## src/rtl/aes_round_sequencer.sv

```systemverilog
// AES round controller: sequences encrypt/decrypt stage handshakes and owns the state register.
// Optional handshake watchdog enabled by defining AES_SEQ_TIMEOUT_EN.
module aes_round_sequencer #(
  parameter int DW  = 128,
  parameter int NR  = 10,
  parameter int KSW = 4,
  parameter int TMO = 64
) (
  input  logic           clk_i,
  input  logic           rst_i,
  input  logic           en_i,
  input  logic           mode_i,
  input  logic [DW-1:0]  in_text_i,
  output logic [DW-1:0]  out_text_o,
  output logic           ry_o,
  output logic           busy_o,
  output logic [KSW-1:0] sel_key_o,
  output logic [DW-1:0]  text_o,
  input  logic [DW-1:0]  modified_text_i,
  output logic           add_en_o,
  output logic           sub_en_o,
  output logic           shift_en_o,
  output logic           mix_en_o,
  input  logic           add_ry_i,
  input  logic           sub_ry_i,
  input  logic           shift_ry_i,
  input  logic           mix_ry_i,
  output logic           err_o
);

  typedef enum logic [2:0] {S_IDLE, S_LOAD, S_REQ, S_GAP, S_DONE} state_e;
  typedef enum logic [1:0] {STG_ADD, STG_SUB, STG_SHIFT, STG_MIX} stage_e;

  localparam logic [KSW-1:0] NR_K = KSW'(NR);

  state_e         state_q, state_d;
  stage_e         stage_q, stage_d;
  logic           mode_q, mode_d;
  logic [KSW-1:0] round_q, round_d;
  logic [1:0]     phase_q, phase_d;
  logic [DW-1:0]  text_q, text_d;
  logic [KSW-1:0] sel_key_q, sel_key_d;
  logic [3:0]     en_q, en_d;
  logic           ry_q, ry_d;
  logic           busy_q, busy_d;
  logic           active_ry;
  logic           last_stage;
  logic           timeout;

  // Round 0 is the lone initial ADD; the final round has only three phases, ending in ADD.
  function automatic stage_e stage_of(input logic mode, input logic [KSW-1:0] round,
                                      input logic [1:0] phase);
    stage_e s;
    s = STG_ADD;
    if (round != '0) begin
      if (!mode) begin
        case (phase)
          2'd0:    s = STG_SUB;
          2'd1:    s = STG_SHIFT;
          2'd2:    s = (round == NR_K) ? STG_ADD : STG_MIX;
          default: s = STG_ADD;
        endcase
      end else begin
        case (phase)
          2'd0:    s = STG_SHIFT;
          2'd1:    s = STG_SUB;
          2'd2:    s = STG_ADD;
          default: s = STG_MIX;
        endcase
      end
    end
    return s;
  endfunction

  function automatic logic [KSW-1:0] key_of(input logic mode, input logic [KSW-1:0] round);
    return mode ? (NR_K - round) : round;
  endfunction

  always_comb begin
    case (stage_q)
      STG_ADD:   active_ry = add_ry_i;
      STG_SUB:   active_ry = sub_ry_i;
      STG_SHIFT: active_ry = shift_ry_i;
      default:   active_ry = mix_ry_i;
    endcase
  end

  assign last_stage = (round_q == NR_K) && (phase_q == 2'd2);

`ifdef AES_SEQ_TIMEOUT_EN
  localparam int TW = $clog2(TMO + 1);

  logic [TW-1:0] tmo_q, tmo_d;
  logic          err_q, err_d;

  // Counter idles at zero outside REQ, so every REQ entry starts a fresh window.
  always_comb begin
    tmo_d = (state_q == S_REQ) ? tmo_q + 1'b1 : '0;
    err_d = err_q;
    if (timeout)                      err_d = 1'b1;
    else if (state_q == S_IDLE && en_i) err_d = 1'b0;
  end

  assign timeout = (state_q == S_REQ) && !active_ry && (tmo_q == TW'(TMO - 1));

  always_ff @(posedge clk_i) begin
    if (rst_i) begin
      tmo_q <= '0;
      err_q <= 1'b0;
    end else begin
      tmo_q <= tmo_d;
      err_q <= err_d;
    end
  end

  assign err_o = err_q;
`else
  assign timeout = 1'b0;
  assign err_o   = 1'b0;
`endif

  // NOTE: every signal assigned here gets a default first so no latch is inferred.
  always_comb begin
    state_d = state_q;
    mode_d  = mode_q;
    round_d = round_q;
    phase_d = phase_q;
    text_d  = text_q;
    case (state_q)
      S_IDLE: begin
        if (en_i) begin
          state_d = S_LOAD;
          mode_d  = mode_i;
          text_d  = in_text_i;
          round_d = '0;
          phase_d = '0;
        end
      end
      S_LOAD: state_d = S_REQ;
      S_REQ: begin
        if (active_ry) begin
          text_d  = modified_text_i;
          state_d = S_GAP;
        end else if (timeout) begin
          state_d = S_IDLE;
        end
      end
      S_GAP: begin
        if (last_stage) begin
          state_d = S_DONE;
        end else begin
          state_d = S_REQ;
          if (round_q == '0 || phase_q == 2'd3) begin
            round_d = round_q + 1'b1;
            phase_d = '0;
          end else begin
            phase_d = phase_q + 2'd1;
          end
        end
      end
      S_DONE:  if (!en_i) state_d = S_IDLE;
      default: state_d = S_IDLE;
    endcase
  end

  // Outputs are computed from the next state so they appear registered with it.
  always_comb begin
    stage_d   = stage_of(mode_d, round_d, phase_d);
    en_d      = '0;
    sel_key_d = sel_key_q;
    if (state_d == S_REQ) begin
      en_d = 4'b0001 << stage_d;
      if (stage_d == STG_ADD) sel_key_d = key_of(mode_d, round_d);
    end
    ry_d   = (state_d == S_DONE);
    busy_d = (state_d == S_LOAD) || (state_d == S_REQ) || (state_d == S_GAP);
  end

  // NOTE: sequential state uses non-blocking assignments so all registers update together.
  always_ff @(posedge clk_i) begin
    if (rst_i) begin
      state_q   <= S_IDLE;
      stage_q   <= STG_ADD;
      mode_q    <= 1'b0;
      round_q   <= '0;
      phase_q   <= '0;
      text_q    <= '0;
      sel_key_q <= '0;
      en_q      <= '0;
      ry_q      <= 1'b0;
      busy_q    <= 1'b0;
    end else begin
      state_q   <= state_d;
      stage_q   <= stage_d;
      mode_q    <= mode_d;
      round_q   <= round_d;
      phase_q   <= phase_d;
      text_q    <= text_d;
      sel_key_q <= sel_key_d;
      en_q      <= en_d;
      ry_q      <= ry_d;
      busy_q    <= busy_d;
    end
  end

  assign {mix_en_o, shift_en_o, sub_en_o, add_en_o} = en_q;
  assign ry_o       = ry_q;
  assign busy_o     = busy_q;
  assign sel_key_o  = sel_key_q;
  assign text_o     = text_q;
  assign out_text_o = text_q;

endmodule

```

## config.mk

```make
export PLATFORM = sky130hd
export DESIGN_NAME = aes_round_sequencer
export DESIGN_NICKNAME = d
export VERILOG_FILES = /design/src/rtl/aes_round_sequencer.sv
export SDC_FILE = /design/constraint.sdc
export NUM_CORES = 1
export LEC_CHECK = 0
export CAP_MARGIN = 10
export CORE_AREA = 3 3 205 207
export CTS_BUF_LIST = sky130_fd_sc_hd__clkbuf_4 sky130_fd_sc_hd__clkbuf_8
export DETAILED_ROUTE_END_ITERATION = 16
export DIE_AREA = 0 0 208 210
export GPL_TIMING_DRIVEN = 0
export RECOVER_POWER = 50
export SYNTH_ARGS = -nofsm -noshare
export SYNTH_HDL_FRONTEND = slang
export SYNTH_SLANG_ARGS = --single-unit
```

## constraint.sdc

```tcl
create_clock -name clk_i -period 3.5 [get_ports clk_i]
set_input_delay 0.525 -clock clk_i [delete_from_list [all_inputs] [get_ports clk_i]]
set_output_delay 0.525 -clock clk_i [all_outputs]
set_load 0.01 [all_outputs]
```

==> results_dict.tcl, run 1 <==
set metrics [dict create \
    outcome "complete, no violations" \
    portBuffers 529 \
    yosys.area_share.xor_xnor_pct 0.226 \
    multiInputGateArea_mm2 0.00349 \
    wl_per_cell_um 18.5 \
    syn-num-nets 1103 \
    cts_buffers 17 \
    reg2reg_slack_ns 0.33 \
    reg2regPathDepth 11 \
    maxSlewHeadroom_pct 23.2 \
    synth_edf_count 0 \
    p_leak_nw 5.76 \
    die_height_um 210 \
    yosysMostFrequentCell "dfxtp_1" \
    yosys.area_share.simple_pct 10.4 \
    fmax_mhz 311 \
    cp_max_fo 8 \
    root_buffer "clkbuf_8" \
    nNetsFinal 1651 \
    rows 74 \
    via_per_inst 4.19 \
    hold_slack_ns 0.516 \
    cts_max_path_buffers 2 \
    switching_power_mw 1.81 \
    ys_seq_elements 150 \
    power_frac_seq_pct 36.4 \
    dr.pass1.iters 5 \
    synthMuxAreaShare_pct 18.5 \
    grt.total_usage_pct 15.5 \
    r2r-end "sel_key_o[0]$_SDFFE_PP0P_" \
    drt.antenna.violating_nets 0 \
    setup_viol 0 \
    async_flop_share_pct 0 \
    cts_tree "done" \
    start_kind "input port" \
    worst_ep_arrival_time_ns 3.59 \
    worst_slack_ns 0.279 \
    clk_pin_slew_ns 0.09 \
    worstMarginPinSlew_ns 1.15 \
    ir_worst_vdd_mv 0.187 \
    drive_gt1_share_pct 13.2 \
    pre_cts_ws_ns -0.172 \
    ioPinCount 531 \
    total_power_mw 5.72 \
    overflow 0 \
    die-area_mm2 0.0437 \
    grt_pass1_wl_mm 51.9 \
    area_delta_synth_final_pct 82.9 \
    synth_area_per_cell_um2 9.34 \
    synthFlopType "dfxtp_1" \
    ys_warn_count 0 \
    p_sw_share_pct 31.7 \
    dpl.hpwl_mm 28.8 \
    seq_area_frac_synth_pct 38.8 \
    cts-hold-fix-buffers 0 \
    hold_viol_final 0 \
    skew_ns 0.0133 \
    min-delay-start "out_text_o[63]$_SDFFE_PP0P_" \
    cts_setup_buffers 0 \
    worstPathRequired_ns 3.87 \
    clock_sinks 150 \
    routed_wl_mm 35.5 \
    slew_viol_final 0 \
    fp.dieW_um 208 \
    dr_total_vias 8045 \
    yosys-top-cells-count "dfxtp_1 (150), nor2_1 (149), mux2i_1 (132)" \
    cts_max_level 4 \
    tns_ns 0 \
    period_minus_slack_ns 3.22 \
    grt_pass1_vias 8269 \
    end_kind "register" \
    synth_area_leaders "dfxtp_1 (39%), mux2i_1 (17%), a211oi_1 (13%), buf_4 (13%), nor2_1 (7.2%)" \
    grt_max_degree 17 \
    pwr-share-comb_pct 36.4 \
    min_to "out_text_o[63]$_SDFFE_PP0P_" \
    pwr-share-clk_pct 27.2 \
    n_fill_cell 4174 \
    yosysTopAreaCell "dfxtp_1" \
    dp_cells 1889 \
    antenna_found_initial 1 \
    gp_congestion 0.839 \
    clk_latency_ns 0.48 \
    power_density_mw_per_mm2 405 \
    ys_types 49 \
    hold_path_class "register to register" \
    synthCells 828 \
    fin_area_mm2 0.0141 \
    internal_power_mw 3.91 \
    synth_adder_area_share_pct 1.78 \
    regArea_mm2 0.00300 \
    synthesis.area_mm2 0.00773 \
    core_area_mm2 0.0406 \
    cts_resized 0 \
    synth_compound_area_share_pct 14.2 \
    start_util_pct 19.1 \
    synth_top_family_by_area "multiplexers" \
    hold_depth 2 \
    fin_cells 1922 \
    synth_top_area_share_pct 38.8 \
    place_area_mm2 0.0137 \
    final_util_pct 34.9 \
    rsz0062_at_grt "no" \
    maxCapViolations 0 \
    finalCritPeriodShare_pct 92.0 \
    reg2reg_from "state_q[0]$_SDFF_PP0_" \
    drt_drc_violations_left 0 \
    drtIter0Drc 332 \
    crit_type "input port to register" \
]
layout make-up:
type | count | area share (%)
multi-input cells | 481 | 24.7
clock buffers | 19 | 1.80
flip-flops and latches | 150 | 21.2
well taps | 532 | 4.70
inverters | 9 | 0.239
clock inverters | 13 | 1.37
plain buffers | 188 | 8.54
repair buffers | 529 | 37.4
diodes | 1 | 0.0177
cell usage in the layout, fill, tap and decap left out, types with 6 or more instances in the layout:
cell type and instances:
dlygate4sd3_1 204, clkbuf_8 18, buf_2 8, clkbuf_1 43, nor2_1 149, inv_1 8
mux2i_1 132, dfxtp_1 150, a211oi_1 129, buf_1 6, ha_1 11, buf_4 129
clkdlybuf4s50_1 325, nor2b_1 6
worst max path at each step:
stage,from,to,slack [ns]
after floorplan,en_i,sel_key_o[0]$_SDFFE_PP0P_,0.76
after global placement,state_q[1]$_SDFF_PP0_,out_text_o[9]$_SDFFE_PP0P_,-0.49
after detailed placement,en_i,sel_key_o[2]$_SDFFE_PP0P_,-0.17
after CTS,state_q[1]$_SDFF_PP0_,out_text_o[9]$_SDFFE_PP0P_,0.04
after global routing,state_q[0]$_SDFF_PP0_,sel_key_o[2]$_SDFFE_PP0P_,0.12
final,en_i,sel_key_o[0]$_SDFFE_PP0P_,0.28
cells by family (layout without fill, tap and decap cells):
logic type / Yosys count / in the layout
buffers and inverters: 197 / 758
AND/OR/NAND/NOR: 184 / 184
flip-flops: 150 / 150
AO/OA/AOI/OAI: 144 / 144
multiplexers: 139 / 139
adder cells (fa/ha/maj): 11 / 11
XOR/XNOR: 2 / 2
other: 1 / 2
metal layers:
metal  track usage (%)  up-vias  share of wire (%)
met5                 0        -                  0
met4              3.32        0               0.88
met3              3.45       16                5.6
met2              26.7      307                 49
met1              20.1     3835                 44
li1                  -     3887                  -
power by group through the flow:
| stage | registers, mW | logic, mW | clock network (mW) |
|---|---|---|---|
| 6_report | 2.08 | 2.09 | 1.56 |
| 5_1_grt | 2.11 | 2.23 | 1.66 |
| 4_1_cts | 2.09 | 2.21 | 1.60 |
| 3_5_place_dp | 2.13 | 2.20 | 0 |
| 3_3_place_gp | 2.12 | 2.18 | 0 |
| 2_1_floorplan | 2.15 | 0.882 | 0 |
registers in the layout, summed over array words and instances (netlist names):
register    flops
stage_q         2
state_q         3
out_text_o    128
en_q            4
sel_key_o       4
ry_o            1
busy_o          1
mode_q          1
round_q         4
phase_q         2
critical path, cell delays in order:
cell and delay (ns):
clkdlybuf4s50_1 0.49, nor4b_4 0.50, mux2i_2 0.16, mux2i_1 0.40
inv_1 0.14, ha_1 0.22, o21ai_0 0.15, o21ai_0 0.12
a311o_2 0.40, o311a_4 0.18, mux2_4 0.30
Power figures use the tool's default switching activity.
==> run 2, diff against run 1 <==
Settings changed: ABC_AREA from default to 0.
Clock period 3.5 ns to 3.2 ns, I/O delays scaled along.
==> run 2 against run 1 <==
  * Worst hold slack about the same
  * Total power up 9.4%
  * Sequential cell count unchanged
  * Die area unchanged
  * Global-route usage unchanged
  * Sequential power up 9.6%
  * Non-clock buffer count up 3
  * Register-to-register slack worse by 0.13 ns
  * Highest routed layer unchanged
==> results_dict.tcl, run 2 (synthesis gave the netlist of run 1 again) <==
set metrics [dict create \
    outcome "complete, no violations" \
    ir_worst_vdd_mv 0.202 \
    hold_path_class "register to register" \
    rows 74 \
    grt.total_usage_pct 15.5 \
    start_util_pct 19.1 \
    dr.pass1.iters 4 \
    drt.antenna.violating_nets 0 \
    cts_max_level 4 \
    maxSlewHeadroom_pct 28.6 \
    maxCapViolations 0 \
    internal_power_mw 4.29 \
    tns_ns 0 \
    via_per_inst 4.15 \
    fin_area_mm2 0.0142 \
    cts_buffers 17 \
    pwr-share-comb_pct 36.5 \
    dpl.hpwl_mm 28.8 \
    fp.dieW_um 208 \
    drive_gt1_share_pct 13.6 \
    total_power_mw 6.26 \
    final_common_cell "clkdlybuf4s50_1" \
    routed_wl_mm 35.5 \
    crit_type "register to register" \
    core_area_mm2 0.0406 \
    cts-hold-fix-buffers 0 \
    skew_ns 0.0147 \
    finalCritPeriodShare_pct 93.7 \
    p_leak_nw 5.78 \
    clock_sinks 150 \
    dr_total_vias 7993 \
    start_kind "register" \
    cp_max_fo 5 \
    fmax_mhz 334 \
    final_util_pct 35.0 \
    pre_cts_ws_ns -0.427 \
    rsz0062_at_grt "no" \
    period_minus_slack_ns 3.00 \
    cts_max_path_buffers 2 \
    nNetsFinal 1654 \
    root_buffer "clkbuf_8" \
    drt_drc_violations_left 0 \
    largest_register_ffs 128 \
    grt_max_degree 17 \
    cts_tree "done" \
    end_kind "register" \
    n_fill_cell 4176 \
    setup_viol 0 \
    p_sw_share_pct 31.6 \
    grt_pass1_vias 8269 \
    reg2reg_slack_ns 0.20 \
    worst_ep_arrival_time_ns 3.37 \
    pwr-share-clk_pct 27.1 \
    clk_pin_slew_ns 0.09 \
    antenna_found_initial 1 \
    die_height_um 210 \
    dp_cells 1889 \
    drtIter0Drc 328 \
    place_area_mm2 0.0137 \
    power_density_mw_per_mm2 441 \
    worstMarginPinSlew_ns 1.07 \
    wl_per_cell_um 18.4 \
    overflow 0 \
    worstPathRequired_ns 3.57 \
    grt_pass1_wl_mm 51.9 \
    area_delta_synth_final_pct 83.5 \
    fin_cells 1925 \
    switching_power_mw 1.98 \
    hold_slack_ns 0.516 \
    slew_viol_final 0 \
    clk_latency_ns 0.48 \
    mostFrequentLayoutCells "clkdlybuf4s50_1 (324), dlygate4sd3_1 (205), dfxtp_1 (150), nor2_1 (149), buf_4 (132)" \
    power_frac_seq_pct 36.4 \
    portBuffers 529 \
    gp_congestion 0.839 \
    ioPinCount 531 \
    die-area_mm2 0.0437 \
    worst_slack_ns 0.202 \
    hold_viol_final 0 \
]
## run 2: critical path, stage by stage, from the launching register on
cell	delay, ns
dfxtp_1	0.36
inv_1	0.09
ha_1	0.23
nor3b_1	0.16
o211ai_1	0.29
mux2_2	0.41
inv_1	0.11
ha_1	0.15
inv_1	0.05
nor3_1	0.19
a311o_2	0.27
o311a_4	0.26
mux2_4	0.30
## run 2: final cells by class
class / count / area, um2 / area share [%]
flip-flops and latches: 150 / 3000 / 21.2
diodes: 1 / 2.50 / 0.0176
well taps: 532 / 666 / 4.69
multi-input cells: 481 / 3500 / 24.7
clock inverters: 13 / 194 / 1.37
plain buffers: 188 / 1220 / 8.63
inverters: 9 / 33.8 / 0.238
clock buffers: 19 / 255 / 1.80
repair buffers: 532 / 5320 / 37.5
## run 2: path summary, 6_finish.rpt
path / end / cells past startpoint / startpoint
setup / recovery: sel_key_o[0]$_SDFFE_PP0P_ / 12 / round_q[0]$_SDFF_PP0_
hold / removal: out_text_o[63]$_SDFFE_PP0P_ / 2 / out_text_o[63]$_SDFFE_PP0P_
setup reg to reg: sel_key_o[0]$_SDFFE_PP0P_ / 12 / round_q[0]$_SDFF_PP0_
hold reg to reg: out_text_o[63]$_SDFFE_PP0P_ / 2 / out_text_o[63]$_SDFFE_PP0P_
## run 2: power groups by stage
| stage | registers [mW] | logic, mW | clock network (mW) |
|---|---|---|---|
| CTS | 2.29 | 2.42 | 1.75 |
| global route | 2.31 | 2.45 | 1.82 |
| global placement | 2.32 | 2.39 | 0 |
| finish | 2.28 | 2.29 | 1.70 |
| detailed placement | 2.33 | 2.41 | 0 |
| floorplan | 2.35 | 0.965 | 0 |
## run 2: timing repair
action                     CTS  global route
pin swaps                    0             1
setup endpoints to repair    5            12
setup buffers                0             3
resized for setup            1            10
## run 2: routing by layer
metal	wire, um	GRT usage [%]
met3	2380	3.45
met1	15300	20.1
met2	17500	26.7
met4	306	3.32
met5	0	0
==> run 3, diff against run 2 <==
Settings changed: HOLD_SLACK_MARGIN from default to 0.15.
==> results of run 3 <==
No change in the layout: final DEF, timing and power equal those of run 2.
